**src/rtl/cam_frame_writer.sv**
```systemverilog
// Camera-to-framebuffer writer: assembles 2-byte pixels, converts to RGB332, decimates,
// and emits registered write strobes plus per-frame status for the dual-port frame buffer.
module cam_frame_writer #(
    parameter int SCREEN_WIDTH  = 176,
    parameter int SCREEN_HEIGHT = 144,
    parameter int ADDR_W        = 15,
    parameter int H_DECIM       = 1,
    parameter int V_DECIM       = 1
) (
    input  logic              CLK,
    input  logic              RESET,
    input  logic [7:0]        D,
    input  logic              HREF,
    input  logic              VSYNC,
    input  logic              FMT,
    input  logic              CAPTURE_EN,
    output logic [7:0]        W_DATA,
    output logic [ADDR_W-1:0] W_ADDR,
    output logic              W_EN,
    output logic              FRAME_DONE,
    output logic [7:0]        FRAME_COUNT,
    output logic              LINE_OVF,
    output logic              FRAME_OVF
);

    localparam int XW = $clog2(SCREEN_WIDTH + 1);
    localparam int YW = $clog2(SCREEN_HEIGHT + 1);
    localparam int HW = (H_DECIM > 1) ? $clog2(H_DECIM) : 1;
    localparam int VW = (V_DECIM > 1) ? $clog2(V_DECIM) : 1;

    typedef enum logic [1:0] {IDLE, VBLANK, ACTIVE} state_t;

    state_t            state, state_nx;
    logic              fmt_q, cap_q;
    logic              phase, href_q, line_kept;
    logic [7:0]        b0_q;
    logic [XW-1:0]     x;
    logic [YW-1:0]     y;
    logic [ADDR_W-1:0] row_base;
    logic [HW-1:0]     hcnt;
    logic [VW-1:0]     vcnt;
    logic [1:0]        vld_pipe;
    logic [7:0]        wr_data;
    logic [ADDR_W-1:0] wr_addr;

    logic              frame_start, frame_end, byte_vld, line_end;
    logic              pix_done, pix_keep, pix_wr, x_full, y_full;
    logic [7:0]        pix_rgb;

    always_ff @(posedge CLK) begin
        if (RESET) state <= IDLE;
        else       state <= state_nx;
    end

    always_comb begin
        state_nx = state;
        case (state)
            IDLE:    if (VSYNC)  state_nx = VBLANK;
            VBLANK:  if (!VSYNC) state_nx = ACTIVE;
            ACTIVE:  if (VSYNC)  state_nx = VBLANK;
            default: state_nx = IDLE;
        endcase
    end

    // VSYNC has priority over HREF while active, so a frame end always discards the partial line.
    always_comb begin
        frame_start = (state == VBLANK) && !VSYNC;
        frame_end   = (state == ACTIVE) && VSYNC;
        byte_vld    = (state == ACTIVE) && !VSYNC && HREF;
        line_end    = (state == ACTIVE) && !VSYNC && !HREF && href_q;
        pix_done    = byte_vld && phase;
        x_full      = (x >= XW'(SCREEN_WIDTH));
        y_full      = (y >= YW'(SCREEN_HEIGHT));
        pix_keep    = pix_done && (hcnt == '0) && (vcnt == '0) && cap_q;
        pix_wr      = pix_keep && !x_full && !y_full;
        if (fmt_q) pix_rgb = {b0_q[3:1], D[7:5], D[3:2]};
        else       pix_rgb = {b0_q[7:5], b0_q[2:0], D[4:3]};
    end

    always_ff @(posedge CLK) begin
        if (RESET) begin
            fmt_q     <= 1'b0;
            cap_q     <= 1'b0;
            phase     <= 1'b0;
            href_q    <= 1'b0;
            line_kept <= 1'b0;
            b0_q      <= '0;
            x         <= '0;
            y         <= '0;
            row_base  <= '0;
            hcnt      <= '0;
            vcnt      <= '0;
            LINE_OVF  <= 1'b0;
            FRAME_OVF <= 1'b0;
        end else begin
            href_q <= HREF && (state == ACTIVE) && !VSYNC;
            if (frame_start) begin
                fmt_q     <= FMT;
                cap_q     <= CAPTURE_EN;
                phase     <= 1'b0;
                line_kept <= 1'b0;
                x         <= '0;
                y         <= '0;
                row_base  <= '0;
                hcnt      <= '0;
                vcnt      <= '0;
                LINE_OVF  <= 1'b0;
                FRAME_OVF <= 1'b0;
            end else if (byte_vld) begin
                phase <= ~phase;
                if (!phase) b0_q <= D;
                if (pix_done) begin
                    hcnt <= (hcnt == HW'(H_DECIM - 1)) ? '0 : hcnt + 1'b1;
                    if (pix_keep && y_full)
                        FRAME_OVF <= 1'b1;
                    else if (pix_keep && x_full)
                        LINE_OVF <= 1'b1;
                    if (pix_wr) begin
                        x         <= x + 1'b1;
                        line_kept <= 1'b1;
                    end
                end
            end else if (line_end) begin
                // Odd trailing byte is dropped by forcing phase back to byte0.
                phase     <= 1'b0;
                x         <= '0;
                hcnt      <= '0;
                line_kept <= 1'b0;
                vcnt      <= (vcnt == VW'(V_DECIM - 1)) ? '0 : vcnt + 1'b1;
                if ((vcnt == '0) && line_kept) begin
                    y        <= y + 1'b1;
                    row_base <= row_base + ADDR_W'(SCREEN_WIDTH);
                end
            end
        end
    end

    // Two-stage write pipe: pixel captured on the byte1 edge, presented one edge later.
    always_ff @(posedge CLK) begin
        if (RESET) begin
            vld_pipe    <= '0;
            wr_data     <= '0;
            wr_addr     <= '0;
            W_DATA      <= '0;
            W_ADDR      <= '0;
            FRAME_DONE  <= 1'b0;
            FRAME_COUNT <= '0;
        end else begin
            vld_pipe <= {vld_pipe[0], pix_wr};
            if (pix_wr) begin
                wr_data <= pix_rgb;
                wr_addr <= row_base + ADDR_W'(x);
            end
            if (vld_pipe[0]) begin
                W_DATA <= wr_data;
                W_ADDR <= wr_addr;
            end
            FRAME_DONE <= frame_end && cap_q;
            if (frame_end && cap_q) FRAME_COUNT <= FRAME_COUNT + 8'd1;
        end
    end

    assign W_EN = vld_pipe[1];

endmodule

```
**config.mk**
```make
export PLATFORM = sky130hd
export DESIGN_NAME = cam_frame_writer
export DESIGN_NICKNAME = d
export VERILOG_FILES = /design/src/rtl/cam_frame_writer.sv
export SDC_FILE = /design/constraint.sdc
export NUM_CORES = 1
export LEC_CHECK = 0
export BUFFER_PORTS_ARGS = -buffer_cell sky130_fd_sc_hd__buf_2
export CELL_PAD_IN_SITES_DETAIL_PLACEMENT = 1
export CELL_PAD_IN_SITES_GLOBAL_PLACEMENT = 1
export CORE_UTILIZATION = 44
export DETAILED_ROUTE_END_ITERATION = 12
export PLACE_DENSITY_LB_ADDON = 0.1
export SKIP_LAST_GASP = 1
export SLEW_MARGIN = 20
export SYNTH_ARGS = -nofsm -noshare
export SYNTH_HDL_FRONTEND = slang
export SYNTH_SLANG_ARGS = --single-unit
```
**constraint.sdc**
```tcl
create_clock -name CLK -period 2.5 [get_ports CLK]
set_input_delay 0.25 -clock CLK [delete_from_list [all_inputs] [get_ports CLK]]
set_output_delay 0.25 -clock CLK [all_outputs]
set_load 0.02 [all_outputs]
```
Word level (Yosys, flattened, before mapping)
Index checks and enable logic that the tools add are counted.
Storage, ports and cells
  register bits: 107
  input bits: 14
  output and inout bits: 35
  word-level logic and storage cells: 93
Cells by class
  add/sub/neg operators: 7
  $lt $le $gt $ge: 2
  equality and inequality tests: 6
  mux-type cells: 17
  bitwise operators: 6
  reductions and logical operators: 34
Operator list (count)
  2-to-1 mux 8 bit: 5
  adder 8 x 1 -> 8 bit (second input constant): 3
  logical AND 1 bit: 18
  >= comparator 8 bit (second input constant): 2
  adder 15 x 8 -> 15 bit: 1
  adder 15 x 8 -> 15 bit (second input constant): 1
  AND reduction 3 bit: 4
  2-to-1 mux 1 bit: 9
  inequality test 2 x 1 -> 1 bit (second input constant): 3
  inverter 1 bit: 6
  AND reduction 2 bit: 3
  logical NOT 1 bit: 4
  2-to-1 mux 2 bit: 2
  case mux 2 bit (2 select lines): 1
  AND reduction 4 bit: 1
  OR reduction 2 bit: 2
  adder 1 bit (second input constant): 2
  == test 2 x 1 -> 1 bit (second input constant): 1
  == test 2 bit (second input constant): 1
  logical NOT 2 bit: 1
  inequality test 2 bit (second input constant): 1
  nonzero test 2 bit: 1

Logic depth before layout (Yosys ltp)
  depth after elaboration: 12
  depth in mapped cells: 7
  mapped depth without buffers: 6

Least setup slack after synthesis
OpenSTA, ideal clock, no wires.
  path type: reg2reg
  start: register x[4]
  end: register wr_addr[14]
  library setup time: 86 ps
  arrival time: 1726 ps
  data required time: 2414 ps
  slack: 688 ps
  stages on the path, launching flop included: 7
  path buffers: 0
  period minus slack after synthesis: 1812 ps
  cells stage by stage: dfxtp_1 -> ha_1 -> fa_1 -> a211oi_1 -> nor3_1 -> xnor2_1 -> a211oi_1
Between the ends
  longest elaborated chain between the ends: 4
  elaborated cells between the ends (all ways): 5
  classes of those cells: add/sub (1); order compare (1); reduce/logical (3)
RTL lines
  from (decl): RTL line 37  | logic [XW-1:0] x;
  from (signal assigned): RTL line 119  | x <= x + 1'b1;
  >= comparator 8 bit: RTL line 72  | x_full = (x >= XW'(SCREEN_WIDTH));
  logical NOT 1 bit: RTL line 75  | pix_wr = pix_keep && !x_full && !y_full;
  logical AND 1 bit (2 in a row): RTL line 75
  to (signal assigned): RTL line 152  | wr_addr <= row_base + ADDR_W'(x);
  to (decl): RTL line 44  | logic [ADDR_W-1:0] wr_addr;
Several ways; a longest one is shown, not always the timed one.
A chain may end at the register's enable or synchronous reset.

Worst setup path in the final report
Ends and elaborated chain as after synthesis.

==> summary.txt <==
Timing
  • Fmax: 494 MHz
  • RSZ-0062 raised after global routing: no
  • Worst slew pin tran: 0.562 ns
  • Setup_tns: 0 ns
  • Setup violations, final: 0
  • Minimum clock period: 2.03 ns
  • Setup Skew: 0.0176 ns
  • Slew HR: 62.4%
  • Slew Limit Fails: 0
  • Final Cycle Share: 81.0%
  • Final Hold Viols: 0

Global routing
  • GRT busiest layer: met2
  • First-pass GRT wire length: 16300 um
  • M2 GR Usage: 33.6%
  • Antenna violations before repair: 0
  • GR Util All Layers: 19.9%
  • Total grt overflow: 0
  • Vias in the first global route: 3382
  • Met3 usage: 4.51%
  • M1 GR Usage: 26.1%
  • Largest net degree at the start of global routing: 54

Place
  • PortBufs: 48
  • Dpl hpwl: 7020 um
  • GP Congestion: 0.772

Final layout
  • Reg area: 0.00200 mm^2
  • Layout Nets: 543
  • Synth-to-Final Area Change: 11.3%
  • Antenna diodes: 0
  • Util after Layout: 50.2%
  • Share of cells above drive strength 1: 14.4%
  • Multi-input combinational cell area: 0.00219 mm^2
  • Fillers: about 1200

Synthesis
  • Cell area after synthesis: 0.00439 mm^2
  • Post-synth top cells: dfxtp_1 (100), nor2_1 (74), nand2_1 (36), mux2i_1 (34), a21oi_1 (32)
  • Synthesis warning total: 0
  • Seq cells post-synth: 100
  • EDFF count, synth: 0
  • Synth Instances: 482
  • Most common cell in the netlist: dfxtp_1
  • Top FF cell, synth: dfxtp_1
  • Library cells used by synthesis: 53
  • Ys async rst share: 0%
  • Mean Syn Cell Area: 9.10 um^2
  • Area share of the largest cell type after synthesis: 45.6%
  • Largest area contributor in the netlist: dfxtp_1
  • Main area contributors after synthesis: dfxtp_1 (46%), mux2i_1 (7.8%), nor2_1 (6.3%)
  • Seq/Total Area, Yosys: a little under half
  • Mapped Nets: 507

Critical path
  • Critical path class: reg2reg
  • Critical path's slowest cell: fa_1
  • Nature of the critical path endpoint: flip-flop
  • Crit path top cell by count: a211oi_1
  • CP cell instances: ha_1 > fa_1 > a211oi_1 > nor3_1 > xnor2_1 > a211oi_1
  • Critical path's largest stage delay: about 0.43 ns
  • Crit Path Max Fanout: 7
  • Buf/Inv on CP: 0
  • CP required: 2.76 ns
  • Crit start category: flip-flop
  • CP arrival: 2.29 ns
  • Critical path's top delay family: adder cells

Clock tree
  • H-tree lvl count: 3
  • Post-CTS Setup Bufs: 0
  • Clock buffer depth: 2
  • CTS Root Buffer Type: clkbuf_8
  • CTS-repair resized insts: 0
  • CTS tree: yes
  • Clock-pin slew on the worst setup and hold paths: about 0.11 ns
  • # hold bufs at CTS: 0
  • Skew-Pair Late Insertion Delay: 0.37 ns
  • TritonCTS Buffers: 9
  • Clock sink count: 100

Floorplanning
  • Io pins: 49
  • Placement Rows: 36
  • Starting density of the core: a little under half
  • Core Area: 0.00973 mm^2
  • DIE WIDTH: 102 um
  • Die Ht: 102 um
  • Die ar.: 0.0104 mm^2

Flow run
  • Maxcap violations: 0

Detailed routing
  • Detailed-route wire length per cell: 15.0 um
  • Drt pass-1 iters: 4
  • Post-route ant nets: 0
  • DR vias/cell: ~5.3
  • 1st-iter DRT viols: 60
  • Routed wire length: approximately 9800 um
  • DRC: 0
  • Via count: 3480

Pwr
  • Worst VDD drop: ~0.24 mV
  • Leak: 1.72 nW
  • P per Cell Area: 551 mW/mm^2

Run status
  • Status: finished clean

Hold path
  • HP Class: in2reg
registers in the layout, indices dropped and copies added (netlist names):
signal       flops
W_ADDR          15
wr_addr         15
row_base        11
FRAME_COUNT      8
W_DATA           8
wr_data          8
x                8
y                8
b0_q             7
state            2
vld_pipe         2
FRAME_DONE       1
FRAME_OVF        1
LINE_OVF         1
cap_q            1
fmt_q            1
href_q           1
line_kept        1
phase            1
final cells by class:
class | instances | area share (%)
Multi-Input combinational cell | 340 | 44.9
Sequential cell | 100 | 41.0
Timing Repair Buffer | 54 | 5.84
Tap cell | 133 | 3.41
Clock buffer | 10 | 2.61
Clock inverter | 5 | 1.28
Inverter | 13 | 0.999
where the power goes:
part	switching [mW]	internal, mW
logic	0.0484	0.0234
clock network	0.555	0.463
registers	0.00761	1.60
total	0.611	2.08
cell usage in the layout, fill, tap and decap left out, drive strengths merged, types with 3 or more instances in the layout:
cell type	instances
a211oi	16
or3	7
xnor2	17
nor2b	4
and3	4
dfxtp	100
o21ai	19
ha	10
or4	3
xor2	7
o2111ai	3
a21o	3
o211ai	6
nor3b	4
nand3	15
a21oi	32
nand4	8
nor3	8
clkbuf	10
o31ai	4
mux2i	34
buf	54
inv	14
nor2	74
nand2	36
and2	3
per-stage QoR:
stage	cells	hold slack [ns]	worst slack, ns	instance area, um^2	total power, mW
after floorplan	482	0.386	0.688	4390	1.69
after global placement	640	0.437	0.584	4690	1.71
after detailed placement	640	0.444	0.510	4690	1.71
after CTS	655	0.108	0.453	4880	2.73
after global routing	655	0.103	0.265	4880	2.81
final	655	0.112	0.475	4880	2.69
routing by layer:
layer,share of wire (%),wire length (um)
met5,0,0
met4,0.80,79
met3,2.2,220
met2,48,4690
met1,49,4850
cells by family after synthesis:
kind of cell | Yosys count | synth area share [%]
compound gates | 92 | 14.2
xor+xnor | 24 | 4.79
fa+ha+maj | 11 | 3.31
buf+inv | 42 | 4.42
flops | 100 | 45.6
mux | 34 | 7.76
simple gates | 179 | 19.9
worst register-to-register path: stages, from the launching register on:
cell and delay, ns:
dfxtp_1 0.38, ha_1 0.26, fa_1 0.43, a211oi_1 0.36, nor3_1 0.11, xnor2_1 0.15, a211oi_1 0.25
worst paths after layout:
check                start           to  slack (ns)  cells past startpoint
setup / recovery      x[4]  wr_addr[14]        0.47                      6
hold / removal        D[0]      b0_q[0]        0.11                      3
setup reg to reg      x[4]  wr_addr[14]        0.47                      6
hold reg to reg   LINE_OVF     LINE_OVF        0.45                      2
Power figures use the tool's default switching activity.
